--- config.mk ---
export PLATFORM = sky130hd
export DESIGN_NAME = fifo_rd_stream_flat
export DESIGN_NICKNAME = d
export VERILOG_FILES = /design/src/rtl/fifo_rd_pkg.sv /design/src/rtl/fifo_rd_stream_if.sv /design/src/rtl/fifo_rd_sat_cnt.sv /design/src/rtl/fifo_rd_stream.sv /design/src/flat_wrapper.sv
export SDC_FILE = /design/constraint.sdc
export NUM_CORES = 1
export LEC_CHECK = 0
export CAP_MARGIN = 40
export CORE_MARGIN = 5
export CORE_UTILIZATION = 42
export CTS_CLUSTER_SIZE = 14
export DETAILED_ROUTE_END_ITERATION = 10
export HOLD_SLACK_MARGIN = 0.12
export PLACE_DENSITY = 0.7
export SYNTH_ARGS = -nofsm -noshare
export SYNTH_HDL_FRONTEND = slang
export SYNTH_HIERARCHICAL = 1
export SYNTH_SLANG_ARGS = --single-unit
--- constraint.sdc ---
create_clock -name rclk -period 2 [get_ports rclk]
set_clock_uncertainty 0.1 [all_clocks]
set_input_delay 0.6 -clock rclk [delete_from_list [all_inputs] [get_ports rclk]]
set_output_delay 0.6 -clock rclk [all_outputs]
set_load 0.1 [all_outputs]
--- src/rtl/fifo_rd_pkg.sv ---
// Shared definitions for the FIFO read-side egress stage: buffer occupancy
// encoding and default widths.
package fifo_rd_pkg;

  localparam int DEF_DSIZE = 8;
  localparam int DEF_CNT_W = 16;

  // Encoding 2'd3 is never entered; the FSM steers it back to ST_EMPTY.
  typedef enum logic [1:0] {
    ST_EMPTY = 2'd0,
    ST_ONE   = 2'd1,
    ST_TWO   = 2'd2
  } state_e;

endpackage

--- src/rtl/fifo_rd_stream_if.sv ---
// Bundles the FIFO read port and the valid/ready output stream of the
// egress stage. master = egress stage side, slave = FIFO/sink side.
// With FIFO_RD_STATS_EN defined the rd_count statistics signal is added.
interface fifo_rd_stream_if
  import fifo_rd_pkg::*;
#(
  parameter int DSIZE = DEF_DSIZE,
  parameter int CNT_W = DEF_CNT_W
);

  logic             fifo_rempty;
  logic [DSIZE-1:0] fifo_rdata;
  logic             fifo_rinc;
  logic             m_valid;
  logic             m_ready;
  logic [DSIZE-1:0] m_data;
`ifdef FIFO_RD_STATS_EN
  logic [CNT_W-1:0] rd_count;
`endif

  modport master (
    input  fifo_rempty,
    input  fifo_rdata,
    output fifo_rinc,
    output m_valid,
    input  m_ready,
    output m_data
`ifdef FIFO_RD_STATS_EN
    , output rd_count
`endif
  );

  modport slave (
    output fifo_rempty,
    output fifo_rdata,
    input  fifo_rinc,
    input  m_valid,
    output m_ready,
    input  m_data
`ifdef FIFO_RD_STATS_EN
    , input rd_count
`endif
  );

endinterface

--- src/rtl/fifo_rd_sat_cnt.sv ---
// CNT_W-bit up-counter that sticks at its all-ones value instead of wrapping.
module fifo_rd_sat_cnt
  import fifo_rd_pkg::*;
#(
  parameter int CNT_W = DEF_CNT_W
) (
  input  logic             clk,
  input  logic             rst_n,
  input  logic             inc,
  output logic [CNT_W-1:0] count
);

  localparam logic [CNT_W-1:0] CNT_MAX = {CNT_W{1'b1}};
  localparam logic [CNT_W-1:0] CNT_ONE = {{(CNT_W-1){1'b0}}, 1'b1};

  logic [CNT_W-1:0] count_r;

  // Count increments, holding once the maximum value is reached.
  always_ff @(posedge clk or negedge rst_n) begin
    if (!rst_n) begin
      count_r <= {CNT_W{1'b0}};
    end else if (inc && (count_r != CNT_MAX)) begin
      count_r <= count_r + CNT_ONE;
    end else begin
      count_r <= count_r;
    end
  end

  assign count = count_r;

endmodule

--- src/rtl/fifo_rd_stream.sv ---
// Read-side egress stage behind the async FIFO. Turns the FIFO's
// rinc/rempty/rdata port into a valid/ready stream using a two-entry
// output + skid buffer, so pops and outputs depend only on registered state.
// Optional statistics counter (rd_count) enabled by macro FIFO_RD_STATS_EN.
module fifo_rd_stream
  import fifo_rd_pkg::*;
#(
  parameter int DSIZE = DEF_DSIZE,
  parameter int CNT_W = DEF_CNT_W
) (
  input  logic              rclk,
  input  logic              rrst_n,
  fifo_rd_stream_if.master  bus
);

  state_e           state_r;
  state_e           next_state_s;
  logic [DSIZE-1:0] out_r;
  logic [DSIZE-1:0] skid_r;
  logic             take_s;
  logic             valid_s;
  logic             fire_s;
  logic             load_out_s;
  logic             out_from_skid_s;
  logic             load_skid_s;

  // Pop decision uses only the registered empty flag and the state register.
  assign take_s = ~bus.fifo_rempty & (state_r != ST_TWO);
  assign fire_s = valid_s & bus.m_ready;

  // State register: buffer occupancy.
  always_ff @(posedge rclk or negedge rrst_n) begin
    if (!rrst_n) begin
      state_r <= ST_EMPTY;
    end else begin
      state_r <= next_state_s;
    end
  end

  // Next-state logic: occupancy change from pop (take) and accept (fire).
  always_comb begin
    next_state_s = state_r;
    case (state_r)
      ST_EMPTY: begin
        if (take_s) next_state_s = ST_ONE;
        else        next_state_s = ST_EMPTY;
      end
      ST_ONE: begin
        if (take_s && !fire_s)      next_state_s = ST_TWO;
        else if (!take_s && fire_s) next_state_s = ST_EMPTY;
        else                        next_state_s = ST_ONE;
      end
      ST_TWO: begin
        if (fire_s) next_state_s = ST_ONE;
        else        next_state_s = ST_TWO;
      end
      default: next_state_s = ST_EMPTY;
    endcase
  end

  // Output/control decode: valid flag and which buffer register loads.
  always_comb begin
    valid_s         = (state_r != ST_EMPTY);
    load_out_s      = 1'b0;
    out_from_skid_s = 1'b0;
    load_skid_s     = 1'b0;
    case (state_r)
      ST_EMPTY: begin
        if (take_s) load_out_s = 1'b1;
        else        load_out_s = 1'b0;
      end
      ST_ONE: begin
        // Pop with accept replaces the head; pop without accept parks in skid.
        if (take_s && fire_s)       load_out_s  = 1'b1;
        else if (take_s && !fire_s) load_skid_s = 1'b1;
        else                        load_out_s  = 1'b0;
      end
      ST_TWO: begin
        if (fire_s) begin
          load_out_s      = 1'b1;
          out_from_skid_s = 1'b1;
        end else begin
          load_out_s = 1'b0;
        end
      end
      default: begin
        load_out_s = 1'b0;
      end
    endcase
  end

  // Data registers: output word and skid word.
  always_ff @(posedge rclk or negedge rrst_n) begin
    if (!rrst_n) begin
      out_r  <= {DSIZE{1'b0}};
      skid_r <= {DSIZE{1'b0}};
    end else begin
      if (load_out_s) begin
        out_r <= out_from_skid_s ? skid_r : bus.fifo_rdata;
      end else begin
        out_r <= out_r;
      end
      if (load_skid_s) begin
        skid_r <= bus.fifo_rdata;
      end else begin
        skid_r <= skid_r;
      end
    end
  end

  assign bus.fifo_rinc = take_s;
  assign bus.m_valid   = valid_s;
  assign bus.m_data    = out_r;

`ifdef FIFO_RD_STATS_EN
  fifo_rd_sat_cnt #(
    .CNT_W (CNT_W)
  ) u_sat_cnt (
    .clk   (rclk),
    .rst_n (rrst_n),
    .inc   (fire_s),
    .count (bus.rd_count)
  );
`endif

endmodule

--- src/flat_wrapper.sv ---
// flat-port wrapper written by rule: the top's interface ports become plain ports
module fifo_rd_stream_flat import fifo_rd_pkg::*;
#(
  parameter int DSIZE = DEF_DSIZE,
  parameter int CNT_W = DEF_CNT_W
)
  (rclk, rrst_n, bus_fifo_rempty, bus_fifo_rdata, bus_fifo_rinc, bus_m_valid, bus_m_ready, bus_m_data);
  fifo_rd_stream_if #(.DSIZE(DSIZE), .CNT_W(CNT_W)) bus_i ();
  input  logic rclk;
  input  logic rrst_n;
  input wire logic [$bits(bus_i.fifo_rempty)-1:0] bus_fifo_rempty;
  input wire logic [$bits(bus_i.fifo_rdata)-1:0] bus_fifo_rdata;
  output wire logic [$bits(bus_i.fifo_rinc)-1:0] bus_fifo_rinc;
  output wire logic [$bits(bus_i.m_valid)-1:0] bus_m_valid;
  input wire logic [$bits(bus_i.m_ready)-1:0] bus_m_ready;
  output wire logic [$bits(bus_i.m_data)-1:0] bus_m_data;
  assign bus_i.fifo_rempty = bus_fifo_rempty;
  assign bus_i.fifo_rdata = bus_fifo_rdata;
  assign bus_fifo_rinc = bus_i.fifo_rinc;
  assign bus_m_valid = bus_i.m_valid;
  assign bus_i.m_ready = bus_m_ready;
  assign bus_m_data = bus_i.m_data;
  fifo_rd_stream #(.DSIZE(DSIZE), .CNT_W(CNT_W)) u_core (.rclk(rclk), .rrst_n(rrst_n), .bus(bus_i));
endmodule
# Yosys cells after proc, flatten, opt, wreduce, memory -nomap -nowiden
# Cells that the tools add are included.
# word_totals
regBits,18
in_bits,12
out_inout_bits,10
# classes
eq_ne,3
n_mux,14
bitwise,3
reduce_logical,7
# op_table
operator,count
2-to-1 mux 1 bit,9
2-to-1 mux 8 bit,1
case mux 2 bit (3 select lines),1
2-to-1 mux 2 bit,2
logical AND 1 bit,3
case mux 1 bit (3 select lines),1
AND 1 bit,2
equality test 2 x 1 -> 1 bit (second input constant),1
equality test 2 bit (second input constant),1
logical NOT 1 bit,2
logical NOT 2 bit,1
inequality test 2 bit (second input constant),1
nonzero test 2 bit,1
NOT 1 bit,1

# Depth between registers and ports, before layout
# Gate-level depths: netlist (run 1).
# depth
depth_word,7
mapped_depth,7
depth_no_buf,6

# Worst setup path after synthesis (run 1)
# OpenSTA, ideal clock, no wires.
# synth_timing
kind,input-to-reg
from,in bus_fifo_rempty
to,"reg u_core.out_r[0], in the netlist u_core/bus.m_data[0]"
setup_ps,126
arrival_ps,2881
t_required_ps,1774
path_slack_ps,-1107
stages,6
path_buffers,1
cell_sequence,nor2_1 > ha_1 > a21oi_1 > o21a_1 > buf_6 > mux2_2
# synth_between
elab_chain_len,5
word_cells_on_any_way,6
classes_between,3 x mux; 2 x bitwise; 1 x reduce/logical
# synth_rtl
element,line_no,text
from (decl),flat_wrapper.sv:11,input wire logic [$bits(bus_i.fifo_rempty)-1:0] bus_fifo_rempty;
NOT 1 bit *,fifo_rd_stream.sv:28,assign take_s = ~bus.fifo_rempty & (state_r != ST_TWO);
AND 1 bit *,fifo_rd_stream.sv:28,
logical AND 1 bit,fifo_rd_stream.sv:74,if (take_s && fire_s) load_out_s = 1'b1;
2-to-1 mux 1 bit,fifo_rd_stream.sv:74,
case mux 1 bit (3 select lines) *,fifo_rd_stream.sv:67,case (state_r)
to (signal assigned),fifo_rd_stream.sv:95,out_r <= {DSIZE{1'b0}};
to (signal assigned),fifo_rd_stream.sv:99,out_r <= out_from_skid_s ? skid_r : bus.fifo_rdata;
to (signal assigned),fifo_rd_stream.sv:101,out_r <= out_r;
to (decl),fifo_rd_stream.sv:18,logic [DSIZE-1:0] out_r;
# Every way passes the cells marked *; elsewhere a longest branch is shown, timed or not.
# A chain may end at the register's enable or synchronous reset.

# Final worst setup path (run 1)
# layout_timing
from,reg u_core.state_r[1]
to,out bus_fifo_rinc
# layout_between
elab_chain_len,2
# layout_rtl
element,line_no,text
from (decl),fifo_rd_stream.sv:16,state_e state_r;
from (signal assigned),fifo_rd_stream.sv:36,state_r <= next_state_s;
inequality test 2 bit,fifo_rd_stream.sv:28,
AND 1 bit,fifo_rd_stream.sv:28,
to (decl),flat_wrapper.sv:13,output wire logic [$bits(bus_i.fifo_rinc)-1:0] bus_fifo_rinc;
# No other way between the ends.

==> flow_metrics.tcl, run 1 <==
set metrics [dict create \
    relSlewSlack 0.851 \
    criticalPathCategory "register to output port" \
    clk_latency_ns 0.28 \
    clock_path_buffers 2 \
    worst_slack_ns -0.0236 \
    syn_area_um2 851 \
    seq_area_um2 450 \
    start_util 0.438 \
    dr.pass1.iters 1 \
    met1_length_um 759 \
    synth_flop_cell "dfrtp_1" \
    routed-via-count 580 \
    synth.yosys.seq_area_share 0.529 \
    dieArea_um2 3030 \
    grt_pass1_vias 639 \
    gp_congestion 0.650 \
    clkSinkCount 18 \
    synth_common_cells "mux2_2, dfrtp_1" \
    whs_path_depth 1 \
    rsz0062_at_grt "yes" \
    die_w_um 55.0 \
    cap_violations 0 \
    synthArstFlopShare 1.00 \
    area_delta_synth_final_pct 59.9 \
    rows 16 \
    wirelength_um 1660 \
    fin_cells 124 \
    nFillCells 146 \
    setup_violations 1 \
    crit_path_end_kind "output port" \
    synth_most_common_cell "mux2_2" \
    placed_cells 116 \
    vias_per_cell 4.68 \
    synthDistinctLibCells 16 \
    period_share 1.01 \
    clock-root-buffer "clkbuf_4" \
    synth-seq-cells 18 \
    ys.warnings.count 6 \
    netlist.area_leader.share 0.529 \
    max_freq_mhz 494 \
    met3_length_um 71 \
    startpoint_type "register" \
    synthCells 60 \
    fin_nets 112 \
    violations "negative setup slack" \
    cp.arrival_ns 1.32 \
    rr_worst_depth 7 \
    cts_tree "built" \
    antenna_cells 0 \
    h-tree-depth 1 \
    synth-edff-count 0 \
    grt_usage 0.134 \
    syn_avg_cell_area_um2 14.2 \
    cts_made_buffers 3 \
    io_buffers 21 \
    syn_nets 74 \
    wl_per_cell_um 13.4 \
    grt_overflow_total 0 \
    maxSlewViolCount 0 \
    drc 0 \
    fp.dieH_um 55.0 \
    grt_max_degree 19 \
    cp.required_ns 1.30 \
    synth.top_cells.by_area "dfrtp_1, mux2_2, ha_1, nor2b_4, buf_6" \
    wl_met2_um 819 \
    dp_hpwl_um 1250 \
    grt_first_pass_wirelength_um 2860 \
    clk_pin_slew_ns 0.10 \
    antenna_found_initial 0 \
    core_area_um2 1940 \
    drive_gt1_frac 0.598 \
    drtIter0Drc 0 \
    status "finished with violations" \
    hold_viol 0 \
    dpl_worst_slack_ns -0.360 \
    cp_max_fo 2 \
    yosys.area.top_type "dfrtp_1" \
    ios 22 \
    hold_class "register to register" \
    multi_input_area_um2 404 \
    min_period_ns 2.02 \
    ant_nets 0 \
    worst_pin_slew_ns 0.224 \
    highest_layer "met4" \
]
## cells in the final DEF (no fill, tap or decap), types with 2 or more instances in the layout
master and n:
buf_12 10, buf_4 7, buf_6 6, clkbuf_4 3, clkdlybuf4s50_1 9, dfrtp_1 18, dlygate4sd2_1 2, inv_1 2
mux2_2 23
## worst paths after layout
check,start,end,slack (ns)
setup / recovery,u_core/state_r[1]$_DFF_PN0_,bus_fifo_rinc,-0.02
hold / removal,u_core/skid_r[1]$_DFFE_PN0P_,u_core/skid_r[1]$_DFFE_PN0P_,0.41
setup reg to reg,u_core/state_r[1]$_DFF_PN0_,u_core/bus.m_data[7]$_DFFE_PN0P_,0.02
hold reg to reg,u_core/skid_r[1]$_DFFE_PN0P_,u_core/skid_r[1]$_DFFE_PN0P_,0.41
max in group asynchronous,rrst_n,u_core/bus.m_data[5]$_DFFE_PN0P_,1.09
min in group asynchronous,rrst_n,u_core/bus.m_data[0]$_DFFE_PN0P_,0.53
## routing by layer
metal / GRT usage / vias to the layer above
met4: 0.0486 / 0
met1: 0.184 / 281
met5: 0 / -
li1: - / 283
met2: 0.211 / 14
met3: 0.0241 / 2
## cells by family (layout without fill, tap and decap cells)
| kind of cell | count (synthesis) | in the layout | synth area share |
|---|---|---|---|
| fa+ha+maj | 2 | 2 | 0.0294 |
| simple gates | 9 | 9 | 0.0750 |
| compound gates | 4 | 4 | 0.0265 |
| flops | 18 | 18 | 0.529 |
| mux | 24 | 24 | 0.318 |
| buf+inv | 3 | 40 | 0.0221 |
## area by class of cell
cell class,instances,area share
clock buffer,4,0.0267
inverter,2,0.00552
timing repair buffer,34,0.315
sequential,18,0.331
tap,27,0.0248
multi-input combinational,39,0.297
## state kept, by name, indices dropped and copies added, names as in the netlist
| signal | flops |
|---|---|
| u_core/state_r | 2 |
| u_core/bus.m_data | 8 |
| u_core/skid_r | 8 |
## critical path, stage by stage, from the launching register on
cell and delay [ns]:
dfrtp_1 0.41, buf_6 0.12, nor2b_4 0.13, nor2_4 0.11, buf_6 0.11, buf_12 0.16
## repair_timing
action / 4_1_cts / 5_1_grt
resized for setup: 6 / 6
pin swaps: 3 / 2
setup endpoints to repair: 10 / 9
setup buffers: 1 / 3
hold buffers: 0 / 0
## metrics by stage
step	utilization	setup TNS, ns	cell area (um^2)	hold slack (ns)
6_report	0.700	-0.0236	1360	0.415
5_1_grt	0.700	-0.476	1360	0.442
2_1_floorplan	-	-2.62	861	0.204
3_5_place_dp	0.649	-5.29	1260	0.394
4_1_cts	0.678	-0.0187	1320	0.418
3_3_place_gp	0.649	-5.22	1260	0.383
Power of run 1 is not shown: default switching activity piles up to over one toggle a cycle in this logic, so the estimate is an artifact.
==> run 2, diff against run 1 <==
- TNS_END_PERCENT: default -> 30
==> flow_metrics.tcl, run 2 (same netlist as run 1, synthesis figures left out) <==
set metrics [dict create \
    drive_gt1_frac 0.594 \
    fp.dieH_um 55.0 \
    met1_length_um 771 \
    grt_max_degree 19 \
    dieArea_um2 3030 \
    final_common_cell "mux2_2" \
    violations "negative setup slack" \
    crit_slowest_cell "dfrtp_1" \
    antenna_found_initial 0 \
    crit_top_cell "buf_6" \
    hold_class "register to register" \
    rows 16 \
    core_area_um2 1940 \
    min_period_ns 2.03 \
    worst_pin_slew_ns 0.226 \
    cap_violations 0 \
    period_share 1.01 \
    cts_tree "built" \
    clkSinkCount 18 \
    nFillCells 147 \
    clock-root-buffer "clkbuf_4" \
    drtIter0Drc 0 \
    cp.required_ns 1.30 \
    dp_hpwl_um 1250 \
    area_delta_synth_final_pct 59.0 \
    wl_per_cell_um 13.7 \
    setup_violations 5 \
    crit_path_end_kind "output port" \
    drc 0 \
    antenna_cells 0 \
    clk_latency_ns 0.28 \
    status "finished with violations" \
    grt_overflow_total 0 \
    path_cells "buf_6, nor2b_4, nor2_4, buf_6, buf_12" \
    slowest_delay_ns 0.41 \
    io_buffers 21 \
    holdWs_ns 0.414 \
    routed-via-count 576 \
    met3_length_um 71 \
    rsz0062_at_grt "yes" \
    startpoint_type "register" \
    gp_congestion 0.650 \
    grt_pass1_vias 643 \
    max_freq_mhz 493 \
    placed_cell_area_um2 1260 \
    wirelength_um 1690 \
    grt_first_pass_wirelength_um 2870 \
    cp_max_fo 2 \
    worst_slack_ns -0.0278 \
    vias_per_cell 4.68 \
    cts_made_buffers 3 \
    criticalPathCategory "register to output port" \
    wl_met2_um 839 \
    cp.arrival_ns 1.33 \
    die_w_um 55.0 \
    fin_nets 111 \
    dr.pass1.iters 1 \
    ant_nets 0 \
    grt_usage 0.135 \
    h-tree-depth 1 \
    clk_pin_slew_ns 0.10 \
    start_util 0.438 \
    maxSlewViolCount 0 \
    mostFrequentLayoutCells "mux2_2, dfrtp_1, buf_12, clkdlybuf4s50_1" \
    highest_layer "met4" \
    hold_viol 0 \
    ios 22 \
    ctsHoldBuffers 0 \
    clock_path_buffers 2 \
    relSlewSlack 0.849 \
    fin_area_um2 1350 \
]
-- run 2: cell types whose count changed in the layout (fill, tap and decap cells not counted) --
| cell | previous run | this run |
|---|---|---|
| buf_4 | 7 | 6 |
-- run 2: final timing paths --
| path | endpoint | slack [ns] | cells after the start | from |
|---|---|---|---|---|
| worst max-delay path | bus_fifo_rinc | -0.03 | 5 | u_core/state_r[1]$_DFF_PN0_ |
| worst min-delay path | u_core/skid_r[6]$_DFFE_PN0P_ | 0.41 | 1 | u_core/skid_r[6]$_DFFE_PN0P_ |
| worst max register to register | u_core/bus.m_data[3]$_DFFE_PN0P_ | -0.01 | 7 | u_core/state_r[1]$_DFF_PN0_ |
| worst min register to register | u_core/skid_r[6]$_DFFE_PN0P_ | 0.41 | 1 | u_core/skid_r[6]$_DFFE_PN0P_ |
| max in group asynchronous | u_core/bus.m_data[5]$_DFFE_PN0P_ | 1.08 | 2 | rrst_n |
| min in group asynchronous | u_core/bus.m_data[0]$_DFFE_PN0P_ | 0.53 | 2 | rrst_n |
-- run 2: what timing repair did --
item | CTS | global route
resized for setup | 6 | 6
pin swaps | 3 | 2
setup buffers | 1 | 2
endpoints found under the setup margin | 14 | 9
-- run 2: metal layers --
layer	global-route usage	vias to the layer above
li1	-	282
met1	0.184	278
met2	0.213	14
met3	0.0241	2
met4	0.0486	0
met5	0	-
-- run 2: layout make-up --
class                           instances  area [um^2]  area share
Multi-Input combinational cell         39          404       0.299
Tap cell                               27         33.8      0.0250
Timing Repair Buffer                   33          420       0.311
Sequential cell                        18          450       0.333
Inverter                                2         7.51     0.00555
Clock buffer                            4         36.3      0.0268
-- run 2: per-stage QoR --
stage | TNS [ns] | util | worst slack, ns | cells
5_1_grt | -0.706 | 0.697 | -0.0957 | 123
4_1_cts | -0.0189 | 0.678 | -0.0189 | 121
3_3_place_gp | -5.22 | 0.649 | -0.331 | 116
2_1_floorplan | -2.62 | - | -0.180 | 60
3_5_place_dp | -5.35 | 0.649 | -0.360 | 116
6_report | -0.0612 | 0.697 | -0.0278 | 123
-- run 2: worst max-delay path: cells and delay by family (launching register included) --
kind / cells / cell delay [ns]
flops: 1 / 0.41
simple gates: 2 / 0.24
buf+inv: 3 / 0.39
Power of run 2 is left out for the same reason.
==> run 3, diff against run 2 <==
- CORE_UTILIZATION: 42 -> 45
- PLACE_DENSITY: 0.7 -> 0.75
- clock period: 2 -> 2.4 ns (I/O delays scaled with it)
==> flow_metrics.tcl, run 3 (same netlist as run 1, synthesis figures left out) <==
set metrics [dict create \
    status "finished clean" \
    crit_path_end_kind "output port" \
    grt_first_pass_wirelength_um 2780 \
    ff2ff_setup_slack_ns 0.25 \
    ctsHoldBuffers 0 \
    fin_nets 107 \
    final_common_cell "mux2_2" \
    rsz0062_at_grt "no" \
    ios 22 \
    relSlewSlack 0.814 \
    dp_hpwl_um 1260 \
    ant_nets 0 \
    cp-startpoint "bus_fifo_rempty" \
    cp-endpoint "bus_fifo_rinc" \
    grt_pass1_vias 607 \
    crit_slowest_cell "dlygate4sd2_1" \
    routed-via-count 554 \
    io_buffers 21 \
    cp.required_ns 1.58 \
    dieArea_um2 2860 \
    grt_overflow_total 0 \
    grt_max_degree 19 \
    start_util 0.482 \
    antenna_cells 0 \
    startpoint_type "input pin" \
    rr_startpoint "u_core/state_r[0]$_DFF_PN0_" \
    holdWs_ns 0.413 \
    dr.pass1.iters 4 \
    criticalPathCategory "input pin to output port" \
    min_period_ns 2.23 \
    fp.dieH_um 53.5 \
    gp_congestion 0.662 \
    cp.arrival_ns 1.41 \
    post_cts_buffers 0 \
    drive_gt1_frac 0.543 \
    clk_pin_slew_ns 0.10 \
    antenna_found_initial 0 \
    hold_class "register to register" \
    wirelength_um 1570 \
    clk_latency_ns 0.28 \
    nFillCells 146 \
    rows 15 \
    core_area_um2 1760 \
    mostFrequentLayoutCells "mux2_2, dfrtp_1, buf_4, clkdlybuf4s50_1, clkbuf_4" \
    vias_per_cell 4.74 \
    maxSlewViolCount 0 \
    area_delta_synth_final_pct 39.1 \
    drtIter0Drc 5 \
    cap_violations 0 \
    cp_max_fo 3 \
    cts_made_buffers 3 \
    r2r_end "u_core/bus.m_data[6]$_DFFE_PN0P_" \
    cts_tree "built" \
    drc 0 \
    wl_per_cell_um 13.4 \
    rr_worst_depth 7 \
    grt_usage 0.137 \
    worst_pin_slew_ns 0.281 \
    max_freq_mhz 449 \
    clock_path_buffers 2 \
    period_share 0.928 \
    hold_viol 0 \
    slowest_delay_ns 0.27 \
    setup_violations 0 \
    h-tree-depth 1 \
    path_cells "dlygate4sd2_1, nor2_4, buf_4, buf_12" \
    clock-root-buffer "clkbuf_4" \
    die_w_um 53.5 \
    clkSinkCount 18 \
]
-- run 3: cell types whose count changed in the layout (fill, tap and decap cells not counted), sizes merged --
cell           previous run  this run
buf                      22        18
dlygate4sd2               2         1
clkdlybuf4s50             9        10
-- run 3: final cells by class --
type	count	area (um^2)	share of cell area
clock buffer	4	36.3	0.0307
sequential	18	450	0.381
multi-input combinational	39	389	0.329
tap	25	31.3	0.0264
inverter	2	7.51	0.00634
timing repair buffer	29	269	0.227
-- run 3: per-stage QoR --
stage / setup TNS [ns] / setup slack [ns] / instances / area (um^2) / util
finish: 0 / 0.173 / 117 / 1180 / 0.671
global route: 0 / 0.124 / 117 / 1180 / 0.671
CTS: 0 / 0.165 / 117 / 1180 / 0.671
detailed placement: -0.796 / -0.0871 / 113 / 1150 / 0.651
global placement: -0.532 / -0.0517 / 113 / 1150 / 0.651
floorplan: 0 / 0.0829 / 60 / 858 / -
-- run 3: timing repair --
action,in CTS,in global routing
resized for setup,1,0
setup endpoints to repair,1,0
hold endpoints to repair,0,0
-- run 3: worst min path at each step --
| stage | start | end | slack [ns] | cells after the start |
|---|---|---|---|---|
| finish | u_core/skid_r[7]$_DFFE_PN0P_ | u_core/skid_r[7]$_DFFE_PN0P_ | 0.41 | 1 |
| detailed placement | u_core/skid_r[7]$_DFFE_PN0P_ | u_core/skid_r[7]$_DFFE_PN0P_ | 0.39 | 1 |
| global placement | u_core/skid_r[7]$_DFFE_PN0P_ | u_core/skid_r[7]$_DFFE_PN0P_ | 0.38 | 1 |
| CTS | u_core/skid_r[7]$_DFFE_PN0P_ | u_core/skid_r[7]$_DFFE_PN0P_ | 0.41 | 1 |
| global route | u_core/skid_r[7]$_DFFE_PN0P_ | u_core/skid_r[7]$_DFFE_PN0P_ | 0.44 | 1 |
| floorplan | rrst_n | u_core/bus.m_data[0]$_DFFE_PN0P_ | 0.32 | 0 |
-- run 3: critical path: cells and delay by family --
kind	cells	cell delay, ns
simple gates	1	0.13
buf+inv	3	0.55
-- run 3: routing by layer --
layer	share of wire	vias to the layer above	track usage
met5	0	-	0
met1	0.48	266	0.170
met2	0.48	12	0.227
li1	-	274	-
met3	0.031	2	0.0225
met4	0.0089	0	0.0638
Power of run 3 is left out for the same reason.
